<file path="config.mk">
export PLATFORM = sky130hd
export DESIGN_NAME = imem_loader
export DESIGN_NICKNAME = d
export VERILOG_FILES = /design/src/rtl/imem_loader_pkg.sv /design/src/rtl/imem_word_packer.sv /design/src/rtl/imem_loader.sv
export SDC_FILE = /design/constraint.sdc
export NUM_CORES = 1
export LEC_CHECK = 0
export BUFFER_PORTS_ARGS = -buffer_cell sky130_fd_sc_hd__buf_4
export CORE_MARGIN = 1
export CORE_UTILIZATION = 57
export CTS_CLUSTER_DIAMETER = 150
export CTS_CLUSTER_SIZE = 10
export DETAILED_ROUTE_END_ITERATION = 7
export PLACE_DENSITY_LB_ADDON = 0.2
export SETUP_SLACK_MARGIN = 0.02
export SYNTH_ARGS = -nofsm -noshare
export SYNTH_HDL_FRONTEND = slang
export SYNTH_HIERARCHICAL = 1
export SYNTH_SLANG_ARGS = --single-unit
</file>
<file path="constraint.sdc">
create_clock -name clk -period 8.3 [get_ports clk]
set_input_delay 1.66 -clock clk [delete_from_list [all_inputs] [get_ports clk]]
set_output_delay 1.66 -clock clk [all_outputs]
set_load 0.02 [all_outputs]
</file>
<file path="src/rtl/imem_loader_pkg.sv">
`default_nettype none
// +--------------------------------------------------------------------------+
// | imem_loader_pkg : state encoding and constants shared by the IMEM loader |
// | Revision 1.0                                                             |
// +--------------------------------------------------------------------------+
package imem_loader_pkg;

   localparam logic [2:0] ST_IDLE   = 3'd0;
   localparam logic [2:0] ST_HDR0   = 3'd1;
   localparam logic [2:0] ST_HDR1   = 3'd2;
   localparam logic [2:0] ST_LOAD   = 3'd3;
   localparam logic [2:0] ST_VERIFY = 3'd4;
   localparam logic [2:0] ST_RUN    = 3'd5;
   localparam logic [2:0] ST_ERR    = 3'd6;

   localparam int MAX_WORDS_DEFAULT = 128;
   localparam int BYTES_PER_WORD    = 4;

   function automatic logic hdr_count_ok(input logic [15:0] cnt, input int max_words);
      return (cnt != 16'd0) && (int'(cnt) <= max_words);
   endfunction

endpackage
`default_nettype wire

</file>
<file path="src/rtl/imem_word_packer.sv">
`default_nettype none
// +--------------------------------------------------------------------------+
// | imem_word_packer : assembles LSB-first bytes into 32-bit words           |
// | Revision 1.0                                                             |
// +--------------------------------------------------------------------------+
module imem_word_packer
   import imem_loader_pkg::*;
(
   input  logic        clk,
   input  logic        arst_n,
   input  logic        clear,
   input  logic        byte_valid,
   input  logic [7:0]  byte_data,
   output logic        last_byte,
   output logic        word_valid,
   output logic [31:0] word
);

   localparam logic [1:0] LAST_IDX = 2'(BYTES_PER_WORD - 1);

   logic [1:0]  idx_q, idx_d;
   logic [23:0] asm_q, asm_d;
   logic        word_valid_q, word_valid_d;
   logic [31:0] word_q, word_d;

   assign last_byte  = byte_valid & ~clear & (idx_q == LAST_IDX);
   assign word_valid = word_valid_q;
   assign word       = word_q;

   // The output word register is separate so the next word can start assembling during the write cycle.
   always_comb begin
      idx_d        = idx_q;
      asm_d        = asm_q;
      word_d       = word_q;
      word_valid_d = 1'b0;
      if (clear) begin
         idx_d = 2'd0;
         asm_d = 24'd0;
      end else if (byte_valid) begin
         case (idx_q)
            2'd0:    asm_d[7:0]   = byte_data;
            2'd1:    asm_d[15:8]  = byte_data;
            2'd2:    asm_d[23:16] = byte_data;
            default: begin
               word_d       = {byte_data, asm_q};
               word_valid_d = 1'b1;
            end
         endcase
         idx_d = idx_q + 2'd1;
      end
   end

   always_ff @(posedge clk or negedge arst_n) begin
      if (!arst_n) begin
         idx_q        <= 2'd0;
         asm_q        <= 24'd0;
         word_q       <= 32'd0;
         word_valid_q <= 1'b0;
      end else begin
         idx_q        <= idx_d;
         asm_q        <= asm_d;
         word_q       <= word_d;
         word_valid_q <= word_valid_d;
      end
   end

endmodule
`default_nettype wire

</file>
<file path="src/rtl/imem_loader.sv">
`default_nettype none
// +--------------------------------------------------------------------------+
// | imem_loader : boot loader streaming a program into IMEM, then runs cpu   |
// | Optional read-back verify: define IMEM_LOADER_VERIFY_EN. Revision 1.0    |
// +--------------------------------------------------------------------------+
module imem_loader
   import imem_loader_pkg::*;
#(
   parameter int                ADDR_W    = 64,
   parameter logic [ADDR_W-1:0] BASE_ADDR = '0,
   parameter int                MAX_WORDS = MAX_WORDS_DEFAULT
) (
   input  logic              clk,
   input  logic              arst_n,
   input  logic              start,
   input  logic              abort,
   input  logic              s_valid,
   output logic              s_ready,
   input  logic [7:0]        s_data,
   output logic [ADDR_W-1:0] addr_ext,
   output logic              wen_ext,
   output logic              ren_ext,
   output logic [31:0]       wdata_ext,
   input  logic [31:0]       rdata_ext,
   output logic              cpu_enable,
   output logic              busy,
   output logic              done,
   output logic              error
);

   logic [2:0]        state_q, state_d;
   logic [15:0]       count_q, count_d;
   logic [15:0]       word_idx_q, word_idx_d;
   logic [ADDR_W-1:0] addr_q, addr_d;

   logic        hs, load_open, start_ok;
   logic        pk_last, pk_word_valid;
   logic [31:0] pk_word;

   function automatic logic [ADDR_W-1:0] word_addr(input logic [15:0] idx);
      return BASE_ADDR + ADDR_W'({idx, 2'b00});
   endfunction

   // Ready drops once every word byte is in, so the final write cycle cannot start a stray word.
   assign load_open = (state_q == ST_LOAD) && (word_idx_q != count_q);
   assign s_ready   = (state_q == ST_HDR0) || (state_q == ST_HDR1) || load_open;
   assign hs        = s_valid & s_ready;
   assign start_ok  = start && ((state_q == ST_IDLE) || (state_q == ST_ERR));

   imem_word_packer u_packer (
      .clk        (clk),
      .arst_n     (arst_n),
      .clear      (abort | start_ok),
      .byte_valid (hs & (state_q == ST_LOAD) & ~abort),
      .byte_data  (s_data),
      .last_byte  (pk_last),
      .word_valid (pk_word_valid),
      .word       (pk_word)
   );

`ifdef IMEM_LOADER_VERIFY_EN
   logic [15:0] vidx_q, vidx_d;
   logic        ren_q, ren_d;
   logic [31:0] wr_sum_q, wr_sum_d;
   logic [31:0] rd_sum_q, rd_sum_d;
   assign ren_ext = ren_q;
`else
   logic unused_rdata;
   assign unused_rdata = ^rdata_ext;
   assign ren_ext      = 1'b0;
`endif

   always_comb begin
      state_d    = state_q;
      count_d    = count_q;
      word_idx_d = word_idx_q;
      addr_d     = addr_q;
`ifdef IMEM_LOADER_VERIFY_EN
      vidx_d   = vidx_q;
      ren_d    = 1'b0;
      wr_sum_d = wr_sum_q;
      rd_sum_d = rd_sum_q;
`endif
      if (abort) begin
         state_d = ST_IDLE;
      end else if (start_ok) begin
         state_d    = ST_HDR0;
         count_d    = 16'd0;
         word_idx_d = 16'd0;
`ifdef IMEM_LOADER_VERIFY_EN
         wr_sum_d = 32'd0;
`endif
      end else begin
         case (state_q)
            ST_HDR0: if (hs) begin
               count_d[7:0] = s_data;
               state_d      = ST_HDR1;
            end
            ST_HDR1: if (hs) begin
               count_d[15:8] = s_data;
               state_d = hdr_count_ok({s_data, count_q[7:0]}, MAX_WORDS) ? ST_LOAD : ST_ERR;
            end
            ST_LOAD: begin
               if (pk_last) begin
                  addr_d     = word_addr(word_idx_q);
                  word_idx_d = word_idx_q + 16'd1;
               end
               if (pk_word_valid) begin
`ifdef IMEM_LOADER_VERIFY_EN
                  wr_sum_d = wr_sum_q ^ pk_word;
`endif
                  if (word_idx_q == count_q) begin
`ifdef IMEM_LOADER_VERIFY_EN
                     state_d  = ST_VERIFY;
                     vidx_d   = 16'd0;
                     ren_d    = 1'b1;
                     addr_d   = word_addr(16'd0);
                     rd_sum_d = 32'd0;
`else
                     state_d = ST_RUN;
`endif
                  end
               end
            end
`ifdef IMEM_LOADER_VERIFY_EN
            // Alternate read-issue and sample cycles; the checksum is judged after the last sample.
            ST_VERIFY: if (!ren_q) begin
               rd_sum_d = rd_sum_q ^ rdata_ext;
               if (vidx_q + 16'd1 == count_q) begin
                  state_d = (rd_sum_d == wr_sum_q) ? ST_RUN : ST_ERR;
               end else begin
                  vidx_d = vidx_q + 16'd1;
                  ren_d  = 1'b1;
                  addr_d = word_addr(vidx_q + 16'd1);
               end
            end
`endif
            default: ;
         endcase
      end
   end

   always_ff @(posedge clk or negedge arst_n) begin
      if (!arst_n) begin
         state_q    <= ST_IDLE;
         count_q    <= 16'd0;
         word_idx_q <= 16'd0;
         addr_q     <= '0;
      end else begin
         state_q    <= state_d;
         count_q    <= count_d;
         word_idx_q <= word_idx_d;
         addr_q     <= addr_d;
      end
   end

`ifdef IMEM_LOADER_VERIFY_EN
   always_ff @(posedge clk or negedge arst_n) begin
      if (!arst_n) begin
         vidx_q   <= 16'd0;
         ren_q    <= 1'b0;
         wr_sum_q <= 32'd0;
         rd_sum_q <= 32'd0;
      end else begin
         vidx_q   <= vidx_d;
         ren_q    <= ren_d;
         wr_sum_q <= wr_sum_d;
         rd_sum_q <= rd_sum_d;
      end
   end
`endif

   assign addr_ext   = addr_q;
   assign wen_ext    = pk_word_valid;
   assign wdata_ext  = pk_word;
   assign cpu_enable = (state_q == ST_RUN);
   assign done       = (state_q == ST_RUN);
   assign error      = (state_q == ST_ERR);
   assign busy       = (state_q == ST_HDR0) || (state_q == ST_HDR1) ||
                       (state_q == ST_LOAD) || (state_q == ST_VERIFY);

endmodule
`default_nettype wire

</file>
==> results of run 1 <==
==> final cells by class <==
| type | count | area (um2) |
|---|---|---|
| sequential | 110 | 2750 |
| tap | 133 | 166 |
| timing repair buffer | 68 | 510 |
| clock buffer | 11 | 141 |
| inverter | 14 | 57.6 |
| clock inverter | 5 | 63.8 |
| fill | 810 | 3510 |
| multi-input combinational | 356 | 2520 |
==> final timing paths <==
| kind | from | endpoint | slack [ns] | cells past startpoint |
|---|---|---|---|---|
| max in group asynchronous | arst_n | count_q[11] | 5.77 | 2 |
| setup / recovery | abort | word_idx_q[5] | 3.87 | 10 |
| setup reg to reg | word_idx_q[0] | word_idx_q[5] | 4.46 | 13 |
| hold reg to reg | u_packer/asm_q[19] | u_packer/word[19] | 0.51 | 1 |
| min in group asynchronous | arst_n | u_packer/word[14] | 1.23 | 1 |
| hold / removal | u_packer/asm_q[19] | u_packer/word[19] | 0.51 | 1 |
==> metrics by stage <==
step                      std cells  worst slack, ns  util, %  cell area (um2)
after CTS                       697             3.88     63.9             6220
final                           697             3.87     63.9             6220
after global placement          681             3.56     61.8             6010
after floorplan                 564             4.35        -             5900
after detailed placement        681             3.48     61.8             6010
after global routing            697             3.60     63.9             6220
==> worst max-delay path: cells and delay by family <==
kind	cells	cell delay [ns]
AOI/OAI and AO/OA	3	1.21
and+or+nand+nor	3	0.57
buffers and inverters	3	0.98
xor gates and xnor gates	1	0.18
==> power by group through the flow <==
stage	Combinational, mW	Clock, mW	Sequential (mW)
after floorplan	0.236	0	0.616
after detailed placement	0.265	0	0.640
after global placement	0.255	0	0.638
final	0.266	0.335	0.630
after CTS	0.266	0.345	0.629
after global routing	0.297	0.362	0.636
==> placed cells by master (no fill, tap or decap), types with 2 or more instances in the layout <==
cell type / netlist / layout
clkbuf_8: 0 / 10
buf_4: 52 / 68
and3_1: 4 / 4
inv_6: 1 / 2
nor2b_1: 2 / 2
nand4_1: 7 / 7
mux2_4: 19 / 19
nand2_1: 28 / 28
ha_1: 5 / 5
o21ai_0: 17 / 17
and4_1: 4 / 4
conb_1: 1 / 49
inv_1: 13 / 13
nor3b_1: 3 / 2
dfrtp_1: 110 / 110
nor2_1: 18 / 18
a21oi_1: 30 / 30
a221oi_1: 2 / 2
a2111oi_2: 4 / 4
nand3_1: 40 / 40
a21bo_2: 24 / 24
nor4_1: 6 / 6
a211oi_1: 5 / 5
mux2i_1: 4 / 4
xnor2_1: 15 / 15
xor2_1: 17 / 17
nor2_2: 4 / 4
mux2_2: 31 / 31
==> state kept, by name, summed over array words and instances, names as in the netlist <==
register / flops
addr_ext: 16
state_q: 3
u_packer/word_valid: 1
u_packer/word: 32
word_idx_q: 16
u_packer/idx_q: 2
u_packer/asm_q: 24
count_q: 16
==> cell families after synthesis <==
logic type / after synthesis
and+or+nand+nor: 123
other: 1
xor gates and xnor gates: 32
AOI/OAI and AO/OA: 93
DFF: 110
buffers and inverters: 98
adders and majority gates: 5
muxes: 54
==> layer usage <==
layer | GRT usage [%] | vias up | wire [um]
met4 | 6.59 | 0 | 122
met1 | 33.0 | 1897 | 5080
met5 | 0 | - | 0
li1 | - | 1780 | -
met2 | 34.2 | 102 | 5300
met3 | 4.04 | 14 | 470
==> run summary, run 1 <==
drt first pass iters - 4
Hold-fix buffers, CTS - 0
Switching Power - 0.410 mW
Final setup violation count - 0
Worst path slowest cell - a2111oi_1
crit path cell chain - buf_4 -> a31oi_1 -> inv_1 -> nand3b_4 -> inv_6 -> nand3_1 -> a21o_1 -> a2111oi_1 -> xnor2_1 -> nor2_1
max-cap viol count - 0
detailed placer's ending HPWL - 7420 um
EDFF count, synth - 0
area leader, netlist - dfrtp_1
Post-route DRC - 0
Worst-Skew Late Latency - 0.38 ns
sequential share of the synthesized area - 48.1%
Initial Util - 58.8%
Vias/cell - 5.44
H-tree Lvls - 3
largest net degree at the start of global routing - 76
Tcrit/Tclk final - 53.3%
setup TNS - 0 ns
clk sink count - 110
sequential share of power - 51.2%
Startpoint Class - input pin
die area - 0.0104 mm2
global-route wire length before repair - 18000 um
top cells by area, synth - dfrtp_1 48%, buf_4 6.8%, mux2_2 6.1%
Post-Synth Simple-Gate Area - 11.1%
I/O Buffers - 66
# resized after CTS - 0
Period minus WS final - 4.43 ns
top cells by count, synth - 110 x dfrtp_1, 52 x buf_4, 40 x nand3_1
PwrDens - 198 mW/mm2
die width - 102 um
Hold Path Class - flip-flop to flip-flop
Longest Clk Path Bufs - 2
worst hold slack - 0.509 ns
Final Hold Viols - 0
clock share of power - 27.2%
DR WL/cell - 15.7 um
Adder-Cell Fraction of Synth Area - 1.09%
worst stage delay on the critical path - 0.58 ns
fin. max-slew vios - 0
layout cells sized above 1 - 29.8%
yosys warns - 6
core box area - 0.00973 mm2
worst slew pin tran - 1.08 ns
ys async rst share - 100%
cts bufs inserted - 9
DRT iter0 DRCs - 137
outcome - finished, final reports clean
vias post-DR - 3793
Synth Flop Type - dfrtp_1
CTS Root Cell - clkbuf_8
Int Power - 0.820 mW
CP Class - input pin to flip-flop
post-synthesis mux area share - 11.8%
cell area after synthesis - 0.00572 mm2
Total Routing Usage GR - 22.5%
Post-CTS Setup Inserts - 0
CTS tree - built
Worst VDD drop - 100 uV
Max Fclk - 0.226 GHz
initial antenna violation count - 0
Comb power frac - 21.6%
GP Congestion - 0.815
Avg Cell Area, Syn - 11.1 um2
CP arrival - 4.64 ns
Layout area overhead - 8.71%
XOR/XNOR Fraction of Synth Area - 4.90%
Site Rows - 36
final net count - 609
Yosys reg bits - 110
total gr overflow - 0
Rel. slew slack - 27.9%
post-synthesis compound-gate area fraction - 12.0%
IO Pins - 148
Clock transition at path regs - 0.10 ns
ANT cells - 0
Antenna Nets Post-Route - 0
crit end category - flip-flop
LEAKAGE - 3.08 nW
RSZ-0062 raised after global routing - false
Critical Path RT - 8.51 ns
vias in the first global route - 3495
Yosys cell types - 50
worst-path fanout max - 28
Pwr Total - 1.23 mW
skew final - 0.0155 ns
area fraction of the dominant cell type after synthesis - 48.1%
switching share of power - 33.3%
Post-Synthesis Cells - 516
combinational family with the most area after synthesis - compound AO/OA/AOI/OAI gates
most common cell in the synthesized netlist - dfrtp_1
Die H - 102 um
Routed WL - 11000 um
Note: power is estimated with default switching activity, not from simulation.
==> run 2, diff against run 1 <==
--- a/config.mk
+++ b/config.mk
@@ -5,9 +5,10 @@
 export SDC_FILE = /design/constraint.sdc
 export NUM_CORES = 1
 export LEC_CHECK = 0
+export ABC_AREA = 1
 export BUFFER_PORTS_ARGS = -buffer_cell sky130_fd_sc_hd__buf_4
 export CORE_MARGIN = 1
-export CORE_UTILIZATION = 57
+export CORE_UTILIZATION = 48
 export CTS_CLUSTER_DIAMETER = 150
 export CTS_CLUSTER_SIZE = 10
 export DETAILED_ROUTE_END_ITERATION = 7
==> constraint.sdc (replaced) <==
create_clock -name clk -period 3.63 [get_ports clk]
set_input_delay 0.726 -clock clk [delete_from_list [all_inputs] [get_ports clk]]
set_output_delay 0.726 -clock clk [all_outputs]
set_load 0.02 [all_outputs]
==> run 2 against run 1 <==
First-iteration DRC count increased by 98%. Via count increased by 22%. Power increased to 2.7 times the previous value. Utilization decreased by 8.0 points. Critical path depth increased by 5. Critical path type is now flip-flop to flip-flop. Critical endpoint is now word_idx_q[10].
==> run summary, run 2 <==
commonest non-fill, non-tap cell in the layout - nand2_1 (was dfrtp_1)
most frequent cells in the layout - 250 x nand2_1, 110 x dfrtp_1, 73 x buf_4, 64 x inv_1, 50 x nand3_1 (was 110 x dfrtp_1, 68 x buf_4, 49 x conb_1, 40 x nand3_1, 31 x mux2_2)
Yosys reg bits - 110 (unchanged)
ANT cells - 0 (unchanged)
Die H - 110 um (was 102 um)
Rel. slew slack - 57.7% (was 27.9%)
area fraction of the dominant cell type after synthesis - 48.8% (was 48.1%)
worst hold slack - 0.394 ns (was 0.509 ns)
CP Class - flip-flop to flip-flop (was input pin to flip-flop)
Yosys cell types - 28 (was 50)
r2r worst-path depth - 15 (was 13)
clk sink count - 110 (unchanged)
setup TNS - 0 ns (unchanged)
total gr overflow - 0 (unchanged)
Worst VDD drop - 258 uV (was 100 uV)
drt first pass iters - 7 (was 4)
RSZ-0062 raised after global routing - false (unchanged)
DR WL/cell - 13.3 um (was 15.7 um)
top cells by count, synth - 250 x nand2_1, 110 x dfrtp_1, 64 x inv_1 (was 110 x dfrtp_1, 52 x buf_4, 40 x nand3_1)
post-route insts no fill - 924 (was 697)
dpl cells - 908 (was 681)
Initial Util - 49.4% (was 58.8%)
# resized after CTS - 0 (unchanged)
sequential share of the synthesized area - 48.8% (was 48.1%)
cts bufs inserted - 9 (unchanged)
worst slew pin tran - 0.635 ns (was 1.08 ns)
Site Rows - 39 (was 36)
ys async rst share - 100% (unchanged)
R2R Path Start - state_q[0] (was word_idx_q[0])
yosys warns - 6 (unchanged)
die area - 0.0122 mm2 (was 0.0104 mm2)
skew final - 0.00940 ns (was 0.0155 ns)
Total Routing Usage GR - 20.9% (was 22.5%)
core box area - 0.0114 mm2 (was 0.00973 mm2)
Layout area overhead - 13.0% (was 8.71%)
Post-CTS Setup Inserts - 0 (unchanged)
Vias/cell - 5.00 (was 5.44)
Synth Flop Type - dfrtp_1 (unchanged)
final net count - 826 (was 609)
LEAKAGE - 3.56 nW (was 3.08 nW)
IO Pins - 148 (unchanged)
worst-path fanout max - 33 (was 28)
Fillers - 1100 (was 810)
max FFs per register - 32 (unchanged)
Critical Path RT - 3.86 ns (was 8.51 ns)
Antenna Nets Post-Route - 0 (unchanged)
EDFF count, synth - 0 (unchanged)
Routed WL - 12300 um (was 11000 um)
CTS Root Cell - clkbuf_16 (was clkbuf_8)
Max Fclk - 0.351 GHz
die width - 110 um (was 102 um)
fin area - 0.00638 mm2 (was 0.00622 mm2)
vias post-DR - 4621 (was 3793)
CTS tree - built (unchanged)
Hold Path Class - input pin to asynchronous set/reset pin (was flip-flop to flip-flop)
Final setup violation count - 0 (unchanged)
detailed placer's ending HPWL - 8720 um (was 7420 um)
vias in the first global route - 4358 (was 3495)
footprint of the multi-input gates - 0.00229 mm2 (was 0.00252 mm2)
max-cap viol count - 0 (unchanged)
DRT iter0 DRCs - 271 (was 137)
Avg Cell Area, Syn - 7.84 um2 (was 11.1 um2)
Worst R2R End - word_idx_q[10] (was word_idx_q[5])
Post-Synthesis Cells - 720 (was 516)
fin. max-slew vios - 0 (unchanged)
R2R Setup Slk - 0.78 ns (was 4.46 ns)
Tcrit/Tclk final - 78.4%
CP endpoint - word_idx_q[10] (was word_idx_q[5])
area leader, netlist - dfrtp_1 (unchanged)
layout cells sized above 1 - 14.0% (was 29.8%)
Final Hold Viols - 0 (unchanged)
top cells by area, synth - dfrtp_1 49%, nand2_1 17%, buf_4 7.2% (was dfrtp_1 48%, buf_4 6.8%, mux2_2 6.1%)
I/O Buffers - 66 (unchanged)
Clock transition at path regs - 0.07 ns (was 0.10 ns)
initial antenna violation count - 0 (unchanged)
FF/Latch Area - 0.00275 mm2 (unchanged)
Cell Area, Placed - 0.00604 mm2 (was 0.00601 mm2)
crit end category - flip-flop (unchanged)
outcome - finished, final reports clean (unchanged)
Worst-Skew Late Latency - 0.35 ns (was 0.38 ns)
Period minus WS final - 2.85 ns
largest net degree at the start of global routing - 60 (was 76)
CP startpoint - state_q[0] (was abort)
Startpoint Class - flip-flop (was input pin)
Longest Clk Path Bufs - 2 (unchanged)
GP Congestion - 0.902 (was 0.815)
Hold-fix buffers, CTS - 0 (unchanged)
cell area after synthesis - 0.00565 mm2 (was 0.00572 mm2)
Post-route DRC - 0 (unchanged)
PwrDens - 527 mW/mm2 (was 198 mW/mm2)
most common cell in the synthesized netlist - nand2_1 (was dfrtp_1)
H-tree Lvls - 3 (unchanged)
CP arrival - 3.07 ns (was 4.64 ns)
final core occ - 55.9% (was 63.9%)
global-route wire length before repair - 20800 um (was 18000 um)
-- run 2: stage by stage --
step	worst slack, ns	total power [mW]
CTS	0.790	3.38
global route	0.433	3.54
detailed placement	0.552	2.26
global placement	0.586	2.24
floorplan	1.30	2.10
finish	0.783	3.36
-- run 2: layout make-up --
class	instances	area share, %
flip-flops and latches	110	43.1
clock buffers	11	3.65
clock inverters	5	1.67
inverters	73	4.33
well taps	143	2.80
repair buffers	73	8.59
multi-input cells	509	35.8
-- run 2: cell families (layout without fill, tap and decap cells) --
| logic type | after synthesis | count (layout) | share of synthesized area (%) |
|---|---|---|---|
| other cells | 1 | 49 | 0.0664 |
| compound gates | 56 | 56 | 5.12 |
| flops | 110 | 110 | 48.8 |
| buf+inv | 149 | 162 | 14.0 |
| xor+xnor | 1 | 1 | 0.155 |
| fa+ha+maj | 5 | 5 | 1.11 |
| simple gates | 398 | 398 | 30.8 |
-- run 2: critical path: stages, from the launching register on --
cell and delay, ns:
dfrtp_1 0.44, inv_2 0.09, nand2_1 0.09, a21oi_1 0.08
nand2_1 0.35, nand2_1 0.35, inv_4 0.13, nand3_2 0.07
inv_1 0.09, nand3_4 0.28, nand2_4 0.29, inv_2 0.08
nor2_4 0.13, nand2_1 0.08, o21ai_1 0.12, a21oi_1 0.05
-- run 2: how the worst min path moves through the flow --
stage                            from  cells past startpoint  slack, ns           endpoint
CTS                            arst_n                      1       0.41         count_q[2]
global placement    u_packer/word[25]                      2       0.46  u_packer/word[25]
finish                         arst_n                      1       0.39         count_q[5]
detailed placement   u_packer/word[8]                      2       0.46   u_packer/word[8]
floorplan                      arst_n                      0       0.43       addr_ext[10]
global route                   arst_n                      1       0.44         count_q[5]
-- run 2: report_power, final --
part	leakage (nW)	total (mW)	internal, mW	switching [mW]
clock	0.160	1.12	0.678	0.438
sequential	1.52	1.42	1.33	0.0909
combinational	1.89	0.825	0.242	0.584
-- run 2: per-layer routing --
layer / GRT usage (%) / up-vias / share of wire (%)
li1: - / 2303 / -
met1: 27.6 / 2183 / 44
met2: 35.2 / 125 / 50
met3: 3.90 / 10 / 4.8
met4: 5.69 / 0 / 0.95
met5: 0 / - / 0
==> run 3, diff against run 2 <==
--- a/config.mk
+++ b/config.mk
@@ -8,7 +8,7 @@
 export ABC_AREA = 1
 export BUFFER_PORTS_ARGS = -buffer_cell sky130_fd_sc_hd__buf_4
 export CORE_MARGIN = 1
-export CORE_UTILIZATION = 48
+export CORE_UTILIZATION = 53
 export CTS_CLUSTER_DIAMETER = 150
 export CTS_CLUSTER_SIZE = 10
 export DETAILED_ROUTE_END_ITERATION = 7
==> constraint.sdc (replaced) <==
create_clock -name clk -period 3 [get_ports clk]
set_input_delay 0.6 -clock clk [delete_from_list [all_inputs] [get_ports clk]]
set_output_delay 0.6 -clock clk [all_outputs]
set_load 0.02 [all_outputs]
==> run 3 against run 2 <==
Flip-flop and latch count is the same. Register-to-register slack lost 0.34 ns. Combinational power grew 24%. Sequential power grew 21%. Setup slack lost 0.34 ns. Largest cell class unchanged.
==> run summary, run 3 (synthesis results as in run 2) <==
outcome - finished, final reports clean (unchanged)
total gr overflow - 0 (unchanged)
Tcrit/Tclk final - 85.1% (was 78.4%)
crit end category - flip-flop (unchanged)
detailed placer's ending HPWL - 8870 um (was 8720 um)
Post-CTS Setup Inserts - 0 (unchanged)
Cell Area, Placed - 0.00606 mm2 (was 0.00604 mm2)
Vias/cell - 5.10 (was 5.00)
post-route insts no fill - 919 (was 924)
vias post-DR - 4683 (was 4621)
vias in the first global route - 4403 (was 4358)
Int Power - 2.26 mW (was 2.25 mW)
initial antenna violation count - 0 (unchanged)
crit path cell chain - inv_1 -> nand2_1 -> nand2_1 -> nor2_1 -> nand2_1 -> nor2_1 -> nand2_1 -> nand2_1 -> nand2_2 -> nand2_1 -> nor2_2 -> buf_4 -> nand2_1 -> inv_1 -> nand2_1 -> nand2_1 (was inv_2 -> nand2_1 -> a21oi_1 -> nand2_1 -> nand2_1 -> inv_4 -> nand3_2 -> inv_1 -> nand3_4 -> nand2_4 -> inv_2 -> nor2_4 -> nand2_1 -> o21ai_1 -> a21oi_1)
cts bufs inserted - 9 (unchanged)
Routed WL - 12300 um (about the same)
DR WL/cell - 13.4 um (was 13.3 um)
die area - 0.0111 mm2 (was 0.0122 mm2)
FF/Latch Area - 0.00275 mm2 (unchanged)
final worst slack - 0.447 ns (was 0.783 ns)
dpl ws - 0.518 ns (was 0.552 ns)
r2r worst-path depth - 16 (was 15)
max-cap viol count - 0 (unchanged)
Total Routing Usage GR - 23.2% (was 20.9%)
CP endpoint - u_packer/asm_q[3] (was word_idx_q[10])
DRT iter0 DRCs - 309 (was 271)
R2R Setup Slk - 0.45 ns (was 0.78 ns)
worst hold slack - 0.181 ns (was 0.394 ns)
Period minus WS final - 2.55 ns (was 2.85 ns)
largest net degree at the start of global routing - 60 (unchanged)
Switching Power - 1.32 mW (was 1.11 mW)
Max Fclk - 0.392 GHz (was 0.351 GHz)
Final Hold Viols - 0 (unchanged)
drt first pass iters - 4 (was 7)
final net count - 828 (was 826)
Initial Util - 54.7% (was 49.4%)
I/O Buffers - 66 (unchanged)
commonest non-fill, non-tap cell in the layout - nand2_1 (unchanged)
Longest Clk Path Bufs - 2 (unchanged)
GP Congestion - 0.896 (was 0.902)
skew final - 0.0125 ns (was 0.00940 ns)
most frequent cells in the layout - 250 x nand2_1, 110 x dfrtp_1, 74 x buf_4, 64 x inv_1, 50 x nand3_1 (was 250 x nand2_1, 110 x dfrtp_1, 73 x buf_4, 64 x inv_1, 50 x nand3_1)
CP arrival - 2.86 ns (was 3.07 ns)
Hold-fix buffers, CTS - 0 (unchanged)
Fillers - 967 (was 1100)
Hold Path Class - input pin to asynchronous set/reset pin (unchanged)
worst-path fanout max - 38 (was 33)
Top delay family on crit path - simple AND/OR/NAND/NOR gates (unchanged)
# resized after CTS - 0 (unchanged)
core box area - 0.0103 mm2 (was 0.0114 mm2)
LEAKAGE - 3.51 nW (was 3.56 nW)
PwrDens - 573 mW/mm2 (was 527 mW/mm2)
IO Pins - 148 (unchanged)
CP startpoint - word_idx_q[7] (was state_q[0])
Worst R2R End - u_packer/asm_q[3] (was word_idx_q[10])
CTS tree - built (unchanged)
Critical Path RT - 3.31 ns (was 3.86 ns)
footprint of the multi-input gates - 0.00229 mm2 (unchanged)
Worst VDD drop - 309 uV (was 258 uV)
R2R Path Start - word_idx_q[7] (was state_q[0])
dpl cells - 903 (was 908)
sequential share of power - 48.0% (was 42.2%)
die width - 105 um (was 110 um)
clock share of power - 23.5% (was 33.2%)
max FFs per register - 32 (unchanged)
Comb power frac - 28.5% (was 24.6%)
CP Class - flip-flop to flip-flop (unchanged)
Final setup violation count - 0 (unchanged)
global-route wire length before repair - 20600 um (was 20800 um)
Site Rows - 37 (was 39)
fin. max-slew vios - 0 (unchanged)
CTS Root Cell - clkbuf_8 (was clkbuf_16)
clk sink count - 110 (unchanged)
worst slew pin tran - 0.540 ns (was 0.635 ns)
Rel. slew slack - 64.0% (was 57.7%)
layout cells sized above 1 - 14.3% (was 14.0%)
Worst path slowest cell - dfrtp_1 (unchanged)
Worst-Skew Late Latency - 0.36 ns (was 0.35 ns)
Post-route DRC - 0 (unchanged)
Antenna Nets Post-Route - 0 (unchanged)
worst stage delay on the critical path - 0.42 ns (was 0.44 ns)
H-tree Lvls - 3 (unchanged)
Clock transition at path regs - 0.10 ns (was 0.07 ns)
ANT cells - 0 (unchanged)
cell repeated most along the worst path - nand2_1 (unchanged)
Buf+Inv Stages, Crit Path - 3 (was 4)
fin area - 0.00625 mm2 (was 0.00638 mm2)
RSZ-0062 raised after global routing - false (unchanged)
switching share of power - 36.8% (was 33.1%)
Startpoint Class - flip-flop (unchanged)
Layout area overhead - 10.6% (was 13.0%)
setup TNS - 0 ns (unchanged)
Die H - 105 um (was 110 um)
instance count on the critical path - 16 (was 15)
## run 3: power groups by stage
stage	registers [mW]	clock network [mW]	logic, mW
2_1_floorplan	1.71	0	0.823
3_3_place_gp	1.74	0	0.986
3_5_place_dp	1.75	0	1.01
4_1_cts	1.72	0.861	1.02
5_1_grt	1.74	0.918	1.15
6_report	1.72	0.841	1.02
## run 3: per-layer routing
metal  wire, um  part of all wire, %  GRT usage [%]
met1       5190                   42           30.0
met2       6300                   51           39.8
met3        560                  4.6           3.74
met4        233                  1.9           7.75
met5          0                    0              0
## run 3: metrics by stage
| step | total power, mW | utilization [%] |
|---|---|---|
| floorplan | 2.54 | - |
| global placement | 2.72 | 58.7 |
| detailed placement | 2.76 | 58.7 |
| CTS | 3.59 | 60.5 |
| global route | 3.80 | 60.5 |
| finish | 3.58 | 60.5 |
## run 3: worst reg2reg max path: stages, from the launching register on
cell and delay (ns):
dfrtp_1 0.42, inv_1 0.18, nand2_1 0.09, nand2_1 0.07, nor2_1 0.04, nand2_1 0.06
nor2_1 0.03, nand2_1 0.10, nand2_1 0.08, nand2_2 0.10, nand2_1 0.07, nor2_2 0.12
buf_4 0.38, nand2_1 0.31, inv_1 0.27, nand2_1 0.10, nand2_1 0.07
## run 3: worst min path at each step
stage,from,endpoint,slack [ns],depth (start not counted)
after floorplan,arst_n,addr_ext[10],0.30,0
after global placement,u_packer/word[19],u_packer/word[19],0.46,2
after detailed placement,u_packer/word[5],u_packer/word[5],0.46,2
after CTS,arst_n,addr_ext[3],0.19,1
after global routing,arst_n,addr_ext[3],0.21,1
final,arst_n,addr_ext[3],0.18,1
## run 3: final cells by class
class	count	area share [%]
inverter	73	4.43
timing repair buffer	75	9.21
multi-input combinational	509	36.6
clock inverter	4	0.481
tap	136	2.72
sequential	110	44.1
clock buffer	12	2.48
